File: config.mk
export PLATFORM = sky130hd
export DESIGN_NAME = decoder_2to4_hold_flat
export DESIGN_NICKNAME = d
export VERILOG_FILES = /design/src/rtl/decoder_2to4_hold_pkg.sv /design/src/rtl/decoder_2to4_hold_if.sv /design/src/rtl/decoder_2to4_hold_sat_counter.sv /design/src/rtl/decoder_2to4_hold.sv /design/src/flat_wrapper.sv
export SDC_FILE = /design/constraint.sdc
export NUM_CORES = 1
export LEC_CHECK = 0
export ABC_AREA = 1
export CORE_MARGIN = 1
export CORE_UTILIZATION = 51
export CTS_BUF_LIST = sky130_fd_sc_hd__clkbuf_16
export DETAILED_ROUTE_END_ITERATION = 8
export HOLD_SLACK_MARGIN = 0.15
export MAX_ROUTING_LAYER = met4
export PLACE_DENSITY = 0.78
export SYNTH_ARGS = -nofsm -noshare
export SYNTH_HDL_FRONTEND = slang
export SYNTH_SLANG_ARGS = --single-unit
File: constraint.sdc
create_clock -name clk -period 1.5 [get_ports clk]
set_input_delay 0.225 -clock clk [delete_from_list [all_inputs] [get_ports clk]]
set_output_delay 0.225 -clock clk [all_outputs]
set_load 0.01 [all_outputs]
File: src/rtl/decoder_2to4_hold_pkg.sv
// Shared definitions for the 2-to-4 hold decoder: FSM encoding and the
// one-hot decode helper.
package decoder_2to4_hold_pkg;

  typedef enum logic [1:0] {
    ST_IDLE = 2'd0,
    ST_HOLD = 2'd1,
    ST_GAP  = 2'd2
  } state_e;

  function automatic logic [3:0] onehot4(input logic [1:0] y);
    return 4'b0001 << y;
  endfunction

  function automatic int max2(input int a, input int b);
    return (a > b) ? a : b;
  endfunction

endpackage

File: src/rtl/decoder_2to4_hold_if.sv
// Encoded-code handshake plus regenerated one-hot outputs of the hold decoder.
interface decoder_2to4_hold_if #(
  parameter int CNT_W = 8
);
  logic [1:0]       y;
  logic             v;
  logic             ready;
  logic [3:0]       I;
  logic             busy;
  logic [CNT_W-1:0] accept_cnt;

  modport master (
    output y, v,
    input  ready, I, busy, accept_cnt
  );

  modport slave (
    input  y, v,
    output ready, I, busy, accept_cnt
  );
endinterface

File: src/rtl/decoder_2to4_hold_sat_counter.sv
// Saturating up-counter for accepted codes; sticks at all-ones.
module decoder_2to4_hold_sat_counter #(
  parameter int CNT_W = 8
) (
  input  logic             clk,
  input  logic             rst,
  input  logic             inc_i,
  output logic [CNT_W-1:0] cnt_o
);

  logic [CNT_W-1:0] cnt_q;
  logic [CNT_W-1:0] cnt_d;

  always_comb begin
    cnt_d = cnt_q;
    if (inc_i && (cnt_q != {CNT_W{1'b1}})) begin
      cnt_d = cnt_q + CNT_W'(1);
    end
  end

  always_ff @(posedge clk) begin
    if (rst) begin
      cnt_q <= '0;
    end else begin
      cnt_q <= cnt_d;
    end
  end

  assign cnt_o = cnt_q;

endmodule

File: src/rtl/decoder_2to4_hold.sv
// Regenerates a one-hot line vector from an encoded (y, v) pair, holds it
// for HOLD_CYCLES, then forces a GAP_CYCLES dead time before the next accept.
module decoder_2to4_hold
  import decoder_2to4_hold_pkg::*;
#(
  parameter int HOLD_CYCLES = 4,
  parameter int GAP_CYCLES  = 1,
  parameter int CNT_W       = 8
) (
  input logic               clk,
  input logic               rst,
  decoder_2to4_hold_if.slave bus
);

  localparam int TW = $clog2(max2(HOLD_CYCLES, GAP_CYCLES) + 1);

  state_e          state_q, state_d;
  logic [TW-1:0]   timer_q, timer_d;
  logic [3:0]      i_q, i_d;
  logic            accept;
  logic [CNT_W-1:0] cnt;

  always_comb begin
    state_d = state_q;
    timer_d = timer_q;
    i_d     = i_q;
    accept  = 1'b0;
    case (state_q)
      ST_IDLE: begin
        if (bus.v) begin
          accept  = 1'b1;
          i_d     = onehot4(bus.y);
          timer_d = TW'(HOLD_CYCLES - 1);
          state_d = ST_HOLD;
        end
      end
      ST_HOLD: begin
        if (timer_q == '0) begin
          i_d = '0;
          // With no dead gap the block is ready again right after the hold.
          if (GAP_CYCLES == 0) begin
            state_d = ST_IDLE;
            timer_d = '0;
          end else begin
            state_d = ST_GAP;
            timer_d = TW'(GAP_CYCLES - 1);
          end
        end else begin
          timer_d = timer_q - TW'(1);
        end
      end
      ST_GAP: begin
        if (timer_q == '0) begin
          state_d = ST_IDLE;
        end else begin
          timer_d = timer_q - TW'(1);
        end
      end
      default: begin
        state_d = ST_IDLE;
        timer_d = '0;
        i_d     = '0;
      end
    endcase
  end

  always_ff @(posedge clk) begin
    if (rst) begin
      state_q <= ST_IDLE;
      timer_q <= '0;
      i_q     <= '0;
    end else begin
      state_q <= state_d;
      timer_q <= timer_d;
      i_q     <= i_d;
    end
  end

  decoder_2to4_hold_sat_counter #(
    .CNT_W(CNT_W)
  ) u_cnt (
    .clk  (clk),
    .rst  (rst),
    .inc_i(accept),
    .cnt_o(cnt)
  );

  assign bus.ready      = (state_q == ST_IDLE);
  assign bus.busy       = (state_q == ST_HOLD) || (state_q == ST_GAP);
  assign bus.I          = i_q;
  assign bus.accept_cnt = cnt;

endmodule

File: src/flat_wrapper.sv
// flat-port wrapper written by rule: the top's interface ports become plain ports
module decoder_2to4_hold_flat import decoder_2to4_hold_pkg::*;
#(
  parameter int HOLD_CYCLES = 4,
  parameter int GAP_CYCLES  = 1,
  parameter int CNT_W       = 8
)
  (clk, rst, bus_y, bus_v, bus_ready, bus_I, bus_busy, bus_accept_cnt);
  decoder_2to4_hold_if #(.CNT_W(CNT_W)) bus_i ();
  input logic clk;
  input logic rst;
  input wire logic [$bits(bus_i.y)-1:0] bus_y;
  input wire logic [$bits(bus_i.v)-1:0] bus_v;
  output wire logic [$bits(bus_i.ready)-1:0] bus_ready;
  output wire logic [$bits(bus_i.I)-1:0] bus_I;
  output wire logic [$bits(bus_i.busy)-1:0] bus_busy;
  output wire logic [$bits(bus_i.accept_cnt)-1:0] bus_accept_cnt;
  assign bus_i.y = bus_y;
  assign bus_i.v = bus_v;
  assign bus_ready = bus_i.ready;
  assign bus_I = bus_i.I;
  assign bus_busy = bus_i.busy;
  assign bus_accept_cnt = bus_i.accept_cnt;
  decoder_2to4_hold #(.HOLD_CYCLES(HOLD_CYCLES), .GAP_CYCLES(GAP_CYCLES), .CNT_W(CNT_W)) u_core (.clk(clk), .rst(rst), .bus(bus_i));
endmodule
After elaboration in Yosys (flattened, before gate mapping)
Index checks and enable logic that the tools add are counted.
Widths: inputs -> output; s select.
{"block": "totals", "ff_bits": 17, "output_inout_bits": 14}
{"block": "classes", "addsub": 2, "eq_ne": 7, "shifts": 1, "mux": 13, "bitwise_logic": 1, "n_reduce_logical": 7}
{"op": "$pmux 4 s3", "n": 1}
{"op": "$mux 3", "n": 3}
{"op": "$pmux 3 s3", "n": 1}
{"op": "$add 8x1->8 const B", "n": 1}
{"op": "$mux 4", "n": 2}
{"op": "$ne 8x8->1 const B", "n": 1}
{"op": "$mux 2", "n": 3}
{"op": "$pmux 2 s3", "n": 1}
{"op": "$reduce_and 3->1", "n": 2}
{"op": "$ne 2x1->1 const B", "n": 2}
{"op": "$ne 2x2->1 const B", "n": 2}
{"op": "$shl 1x2->4 const A", "n": 1}
{"op": "$logic_not 3->1", "n": 1}
{"op": "$sub 3x1->3 const B", "n": 1}
{"op": "$eq 2x1->1 const B", "n": 1}
{"op": "$eq 2x2->1 const B", "n": 1}
{"op": "$logic_not 2->1", "n": 1}
{"op": "$mux 1", "n": 2}
{"op": "$reduce_and 2->1", "n": 1}
{"op": "$logic_and 1x1->1", "n": 1}
{"op": "$logic_or 1x1->1", "n": 1}
{"op": "$not 1->1", "n": 1}

Longest topological paths before layout
Gate-level depths: netlist of the first run.
{"block": "logic_depth", "word_depth": 3, "ltp_mapped": 9, "depth_no_buf": 8}

Cells and area by module
Synthesis of the first run repeated with hierarchy kept, for this count alone.
{"block": "hier_totals", "cells_unflattened": 161, "hier_area_um2": 1067.3}
{"module": "decoder_2to4_hold", "n_inst": 1, "cells_each": 84, "area_each_um2": 583.1, "seq_area_each_um2": 180.2}
{"module": "decoder_2to4_hold_sat_counter", "n_inst": 1, "cells_each": 77, "area_each_um2": 484.2, "seq_area_each_um2": 160.2}

Worst setup path after synthesis of the first run
No wires, ideal clock.
{"block": "synth_path", "kind": "flip-flop to flip-flop", "start": "register u_core.state_q[0]", "end": "register u_core.u_cnt.cnt_q[4] (netlist: u_core.u_cnt.cnt_o[4])", "setup_time_ps": 113, "t_arrival_ps": 1200, "required_time_ps": 1387, "path_slack_ps": 187, "path_stages_with_launch": 9, "path_cell_list": "dfxtp_1 inv_1 ha_1 nand2_1 inv_1 buf_4 nand3_1 nor2_1 nor2_1"}
{"block": "synth_via", "elab_chain_cells": 3}
{"item": "start, declared", "line_no": "decoder_2to4_hold.sv:17", "text": "state_e state_q, state_d;"}
{"item": "start signal, assigned", "line_no": "decoder_2to4_hold.sv:73", "text": "state_q <= state_d;"}
{"item": "$logic_not 2->1"}
{"item": "named net bus_ready", "line_no": "flat_wrapper.sv:14", "text": "output wire logic [$bits(bus_i.ready)-1:0] bus_ready;"}
{"item": "$mux 1", "line_no": "decoder_2to4_hold.sv:28", "text": "case (state_q)"}
{"item": "$logic_and 1x1->1", "line_no": "decoder_2to4_hold_sat_counter.sv:16", "text": "if (inc_i && (cnt_q != {CNT_W{1'b1}})) begin"}
{"item": "end signal, assigned", "line_no": "decoder_2to4_hold_sat_counter.sv:25", "text": "cnt_q <= cnt_d;"}
{"item": "end, declared", "line_no": "decoder_2to4_hold_sat_counter.sv:11", "text": "logic [CNT_W-1:0] cnt_q;"}
The timed path passes the listed nets, and every way through them passes these cells.
A chain may end at the register's enable or synchronous reset.

Worst setup path after layout of the first run
{"block": "layout_path", "start": "register u_core.state_q[1]", "end": "output port bus_busy"}
{"block": "layout_via", "elab_chain_cells": 2, "word_cells_on_any_way": 3, "classes_between": "2 x eq/ne; 1 x reduce/logical"}
{"item": "$eq 2x1->1 or $eq 2x2->1 (tied branches)", "line_no": "decoder_2to4_hold.sv:89", "text": "assign bus.busy = (state_q == ST_HOLD) || (state_q == ST_GAP);"}
{"item": "$logic_or 1x1->1 (*)", "line_no": "decoder_2to4_hold.sv:89"}
{"item": "end, declared", "line_no": "flat_wrapper.sv:16", "text": "output wire logic [$bits(bus_i.busy)-1:0] bus_busy;"}
Every way passes the cells marked *; elsewhere a longest branch is shown, timed or not.

==> metrics, run 1 <==
Final Setup Violations=0; status=finished, final reports clean; ratio of cells with drive above 1 in the final layout=15.7%; drt first-iter violations=19; antenna violations before repair=0; number of synthesized flops with an enable pin=0; Post-CTS Setup Bufs=0; die area=2200 sq um; Area growth, synth to finish=31.9%; Register Area=345 sq um; Initial Utilization=57.1%; first-pass GRT wire length=3630 um; die extent in x=46.9 um; cell area after placement=1260 sq um; crit path launch type=flip-flop; final wirelength=2270 um; Comb pwr share=49.2%; Reg clk slew, reported paths=0.05 ns; Via density=5.14; most numerous cell in the Yosys netlist=nand2_1; CTS Buffer Depth=2; drt first pass iters=4; VDD IR-drop max=0.00128 V; fmax=689 MHz; DRC violations left=0; asr flop ratio synth=0%; minimum clock period=1.45 ns; met3 Use GR=3.46%; remaining antenna violation count=0; Switching Fraction=40.3%; Yosys top cell area share=33.1%; Global Route met1 Usage=26.5%; Final Cycle Share=96.7%; Fillers=144; Synth Net Count=163; num ports=19; Total GRT Usage=24.7%; pin count of the biggest net entering global routing=12; Synth area leaders=dfxtp_1 (33%), nand2_1 (15%), ha_1 (9.7%); Clock Root Buffer=clkbuf_16; grt total ovfl=0; unrepaired setup endpoints after global routing=true; final hold vios=0; worst skew pair latency=0.25 ns; PwrDens=1680 nW/um^2; TritonCTS clock tree=done; Yosys top cell by area=dfxtp_1; area share of fa/ha/maj cells after synthesis=9.73%; placed cells=193; CP required=1.27 ns; NetSw=0.000916 W; Die Height=46.9 um; Layout Nets=186; r2r endpoint=u_core.state_q[0]; n_diodes=0; Multi-input gate area=606 sq um; Simple-Gate Fraction of Synth Area=35.8%; Clock Skews=0.00223 ns; Int Power=0.00136 W; Slew Viols, Final=0; post_cts resized=5; mapped cell area=1030 sq um; Syn Area/Cell=6.86 sq um; R2R depth=6; vias=1012; hold crit path type=reg -> reg; worst-margin pin slew=0.227 ns; Synth Flop Type=dfxtp_1; Flop pwr share=27.4%; R2R Path Start=u_core.state_q[1]; Worst EP arrival=1.23 ns; Compound-Gate Fraction of Synth Area=11.1%; Setup crit end kind=primary output; Unique masters post-synth=23; Max-Cap Viols=0; routability congestion estimate=0.833; vias in the first global route=885; # clock sinks=17; critical path class=reg -> out; Cell Rows=15; most frequent cells after synthesis=nand2_1 (41), inv_1 (22), dfxtp_1 (17), a21oi_1 (11), nand3_1 (11); Leakage=0.588 nW; crit-path max FO=4; Setup WS post-layout=0.0491 ns; Core ar.=1800 sq um; crit path to=bus_busy; # hold bufs at CTS=0; Core Util, Final=75.3%; design area=1360 sq um; WHS Path Cells=2; FF-to-FF setup slack=0.10 ns; main combinational cell family by area after synthesis=simple AND/OR/NAND/NOR gates; Synth Area in XOR/XNOR=0.852%; Seq/Total Area, Yosys=33.1%; IO buf count=18; dpl hpwl=1670 um; clock network power share=23.3%; setup_tns=0 ns; Gate Count Post-Synth=150; pre-CTS setup slack=-0.0169 ns; H-Tree Depth=1; multiplexer share of the synthesized area=0%; post-route insts no fill=197; GRT Max-Usage Layer=met2; wire length per cell=11.5 um; CTS Buf Count=3; FF+latch count, synth=17; met2 usage=44.2%; Crit. Startpoint=u_core.state_q[1]; Worst slew margin=84.7%; Synth Warn #=0
layout make-up:
class | instances | area share, %
clock buffers | 3 | 5.54
clock inverters | 1 | 0.369
inverters | 23 | 6.37
multi-input cells | 108 | 44.6
flip-flops and latches | 17 | 25.5
well taps | 25 | 2.31
repair buffers | 20 | 15.3
metrics by stage:
step           power (W)  hold WS, ns
2_1_floorplan    0.00134        0.287
3_3_place_gp     0.00163        0.450
3_5_place_dp     0.00170        0.452
4_1_cts          0.00223        0.460
5_1_grt          0.00247        0.496
6_report         0.00227        0.459
routing by layer:
layer / share of wire (%) / up-vias
li1: - / 522
met1: 45 / 470
met2: 51 / 16
met3: 2.5 / 4
met4: 1.8 / 0
met5: 0 / -
cells in the final DEF, fill, tap and decap left out:
cell type | netlist | routed
inv_2 | 1 | 3
o21bai_1 | 1 | 1
nand3b_1 | 1 | 1
clkdlybuf4s50_1 | 0 | 16
nor2_4 | 1 | 1
dlygate4sd2_1 | 0 | 1
xor2_1 | 1 | 1
nand2_2 | 1 | 1
ha_2 | 0 | 1
buf_4 | 1 | 1
nor2_2 | 3 | 3
clkbuf_16 | 0 | 3
nor3_1 | 4 | 4
inv_1 | 22 | 20
nand3_1 | 11 | 11
a21oi_1 | 11 | 11
a21oi_2 | 2 | 2
ha_4 | 0 | 1
dfxtp_2 | 0 | 4
nor2_1 | 10 | 10
buf_12 | 0 | 1
clkinv_2 | 0 | 1
nand2_1 | 41 | 41
nor3_2 | 1 | 1
nand2_4 | 2 | 2
o21ai_2 | 1 | 1
ha_1 | 8 | 6
nand4_1 | 4 | 4
clkdlybuf4s15_2 | 0 | 1
dfxtp_1 | 17 | 13
o21ai_0 | 5 | 5
sequential cells by signal, indices dropped and copies added (netlist names):
register            cells
u_core.bus.I            4
u_core.state_q          2
u_core.timer_q          3
u_core.u_cnt.cnt_o      8
how the worst min path moves through the flow:
stage                          startpoint               endpoint  slack (ns)
after floorplan                       rst  u_core.u_cnt.cnt_o[0]        0.29
after global placement    u_core.bus.I[3]        u_core.bus.I[3]        0.45
after detailed placement  u_core.bus.I[3]        u_core.bus.I[3]        0.45
after CTS                 u_core.bus.I[3]        u_core.bus.I[3]        0.46
after global routing      u_core.bus.I[3]        u_core.bus.I[3]        0.50
final                     u_core.bus.I[3]        u_core.bus.I[3]        0.46
worst max-delay path, cell delays in order, from the launching register on:
cell,delay [ns]
dfxtp_2,0.36
inv_2,0.06
ha_2,0.32
clkdlybuf4s15_2,0.23
power by group through the flow:
stage / combinational (W) / clock [W] / sequential, W
after detailed placement: 0.00109 / 0 / 0.000615
after floorplan: 0.000722 / 0 / 0.000617
final: 0.00112 / 0.000530 / 0.000624
after global routing: 0.00127 / 0.000557 / 0.000634
after CTS: 0.00108 / 0.000543 / 0.000606
after global placement: 0.00103 / 0 / 0.000607
cells by family after synthesis:
group                      Yosys count
AOI/OAI and AO/OA                   20
xor gates and xnor gates             1
adders and majority gates            8
buffers and inverters               25
DFF                                 17
and+or+nand+nor                     79
Note: power is estimated with default switching activity, not from simulation.
==> inputs of run 2 (changes only) <==
Settings changed: CORE_MARGIN 1 to 5, CTS_CLUSTER_SIZE set to 28.
==> run 2 against run 1 <==
Effect of this change:
- utilization decreased by 5.6 points
- die area increased by 37%
- clock power barely moved
- largest cell class unchanged
- sequential power decreased by 2%
- flip-flop and latch count unchanged
- via count down 0.30%
- clock-buffer cell count unchanged
- cell count up 1.5%
- sequential share of layout area barely moved
- register-to-register slack gained 0.03 ns
- critical endpoint is now bus_accept_cnt[0]
- combinational power decreased by 4%
==> metrics, run 2 (same netlist as run 1, synthesis figures left out) <==
status=finished, final reports clean; Clock Root Buffer=clkbuf_16; # hold bufs at CTS=0 (unchanged); GRT Max-Usage Layer=met2; Global Route met1 Usage=20.3% (-6.2 points); DRC violations left=0 (unchanged); pre-CTS setup slack=0.00853 ns (+0.0254 ns); first-pass GRT wire length=3940 um (+8.5%); post_cts resized=6 (+1); Core ar.=1940 sq um (+7.8%); drt first pass iters=4 (unchanged); die area=3010 sq um (+37%); Total GRT Usage=18.6% (-6.1 points); critical path class=reg -> out; Clock Skews=0.00125 ns (-0.000980 ns); Buf+Inv Stages, Crit Path=1 (-1); Reg clk slew, reported paths=0.05 ns (about the same); crit-path max FO=6 (+2); unrepaired setup endpoints after global routing=true; pin count of the biggest net entering global routing=12 (unchanged); Worst slew margin=83.1% (-1.6 points); placed cells=196 (+1.6%); met3 Use GR=3.22% (-0.24 points); fmax=690 MHz (+0.15%); Area growth, synth to finish=31.5%; wire length per cell=11.3 um (-2.1%); final hold vios=0 (unchanged); CTS Buf Count=3 (unchanged); Initial Utilization=53.0% (-4.1 points); hold crit path type=reg -> reg; ratio of cells with drive above 1 in the final layout=13.3% (-2.4 points); design area=1350 sq um (-0.28%); Slew Viols, Final=0 (unchanged); Slowest-stage cell, CP=clkdlybuf4s50_1; Max stage delay on crit path=0.57 ns (+0.21 ns); Final Setup Violations=0 (unchanged); critical path, cell by cell=clkdlybuf4s50_1; Setup WS post-layout=0.0513 ns (+0.00220 ns); crit-path leading delay family=buffers and inverters; Final Cycle Share=96.6% (-0.15 points); grt total ovfl=0 (unchanged); routability congestion estimate=0.883 (+6.0%); drt first-iter violations=13 (-6); Max-Cap Viols=0 (unchanged); Multi-input gate area=596 sq um (-1.7%); IO buf count=18 (unchanged); crit path launch type=flip-flop; H-Tree Depth=1 (unchanged); Fillers=168 (+17%); met2 usage=33.1% (-11 points); post-route insts no fill=200 (+1.5%); cell area after placement=1270 sq um (+0.80%); dpl hpwl=1740 um (+4.3%); TritonCTS clock tree=done; minimum clock period=1.45 ns (-0.00220 ns); Core Util, Final=69.7% (-5.6 points); Via density=5.05 (-1.8%); most common cell after layout, fill and taps aside=nand2_1; CP required=1.27 ns (about the same); VDD IR-drop max=0.00120 V (-6.4%); PwrDens=1640 nW/um^2 (-2.3%); antenna violations before repair=0 (unchanged); Die Height=54.9 um (+17%); commonest cells after routing, fill and taps aside=nand2_1 (41), inv_1 (23), clkdlybuf4s50_1 (16); final wirelength=2260 um (-0.66%); worst skew pair latency=0.25 ns (about the same); Leakage=0.593 nW (+0.93%); worst-margin pin slew=0.253 ns (+0.0264 ns); Post-CTS Setup Bufs=0 (unchanged); remaining antenna violation count=0 (unchanged); Layout Nets=187 (+0.54%); # clock sinks=17 (unchanged); vias=1009 (-0.30%); Largest register FFs=8 (unchanged); vias in the first global route=981 (+11%); Cell Rows=16 (+1); Worst EP arrival=1.22 ns (about the same); CTS Buffer Depth=2 (unchanged); die extent in x=54.9 um (+17%); Register Area=344 sq um (-0.36%); num ports=19 (unchanged); Setup crit end kind=primary output; Tot Pwr=0.00221 W (-2.6%); n_diodes=0 (unchanged)
[run 2: final timing paths]
check | depth (start not counted) | start | slack [ns] | endpoint
worst max-delay path | 1 | u_core.u_cnt.cnt_o[0] | 0.05 | bus_accept_cnt[0]
worst min-delay path | 2 | u_core.bus.I[3] | 0.46 | u_core.bus.I[3]
worst max register to register | 8 | u_core.state_q[0] | 0.13 | u_core.timer_q[2]
worst min register to register | 2 | u_core.bus.I[3] | 0.46 | u_core.bus.I[3]
[run 2: cell type report]
type	instances	area share, %
multi-input cells	108	44.0
well taps	27	2.50
flip-flops and latches	17	25.4
clock inverters	1	0.278
repair buffers	21	15.8
clock buffers	3	5.55
inverters	23	6.38
[run 2: routing by layer]
metal	vias to the layer above	share of wire (%)
li1	524	-
met1	463	43
met2	18	52
met3	4	3.2
met4	0	0.89
met5	-	0
[run 2: worst min-delay path, cell delays in order, from the launching register on]
cell and delay, ns:
dfxtp_1 0.30, nand2_1 0.06, a21oi_1 0.05
[run 2: metrics by stage]
step / hold slack [ns] / TNS, ns
floorplan: 0.287 / 0
finish: 0.464 / 0
CTS: 0.465 / 0
global route: 0.483 / -0.0343
detailed placement: 0.458 / 0
global placement: 0.451 / 0
[run 2: power by group]
part / switching (W) / internal, W
combinational: 0.000646 / 0.000430
sequential: 0.0000593 / 0.000552
clock: 0.000174 / 0.000354
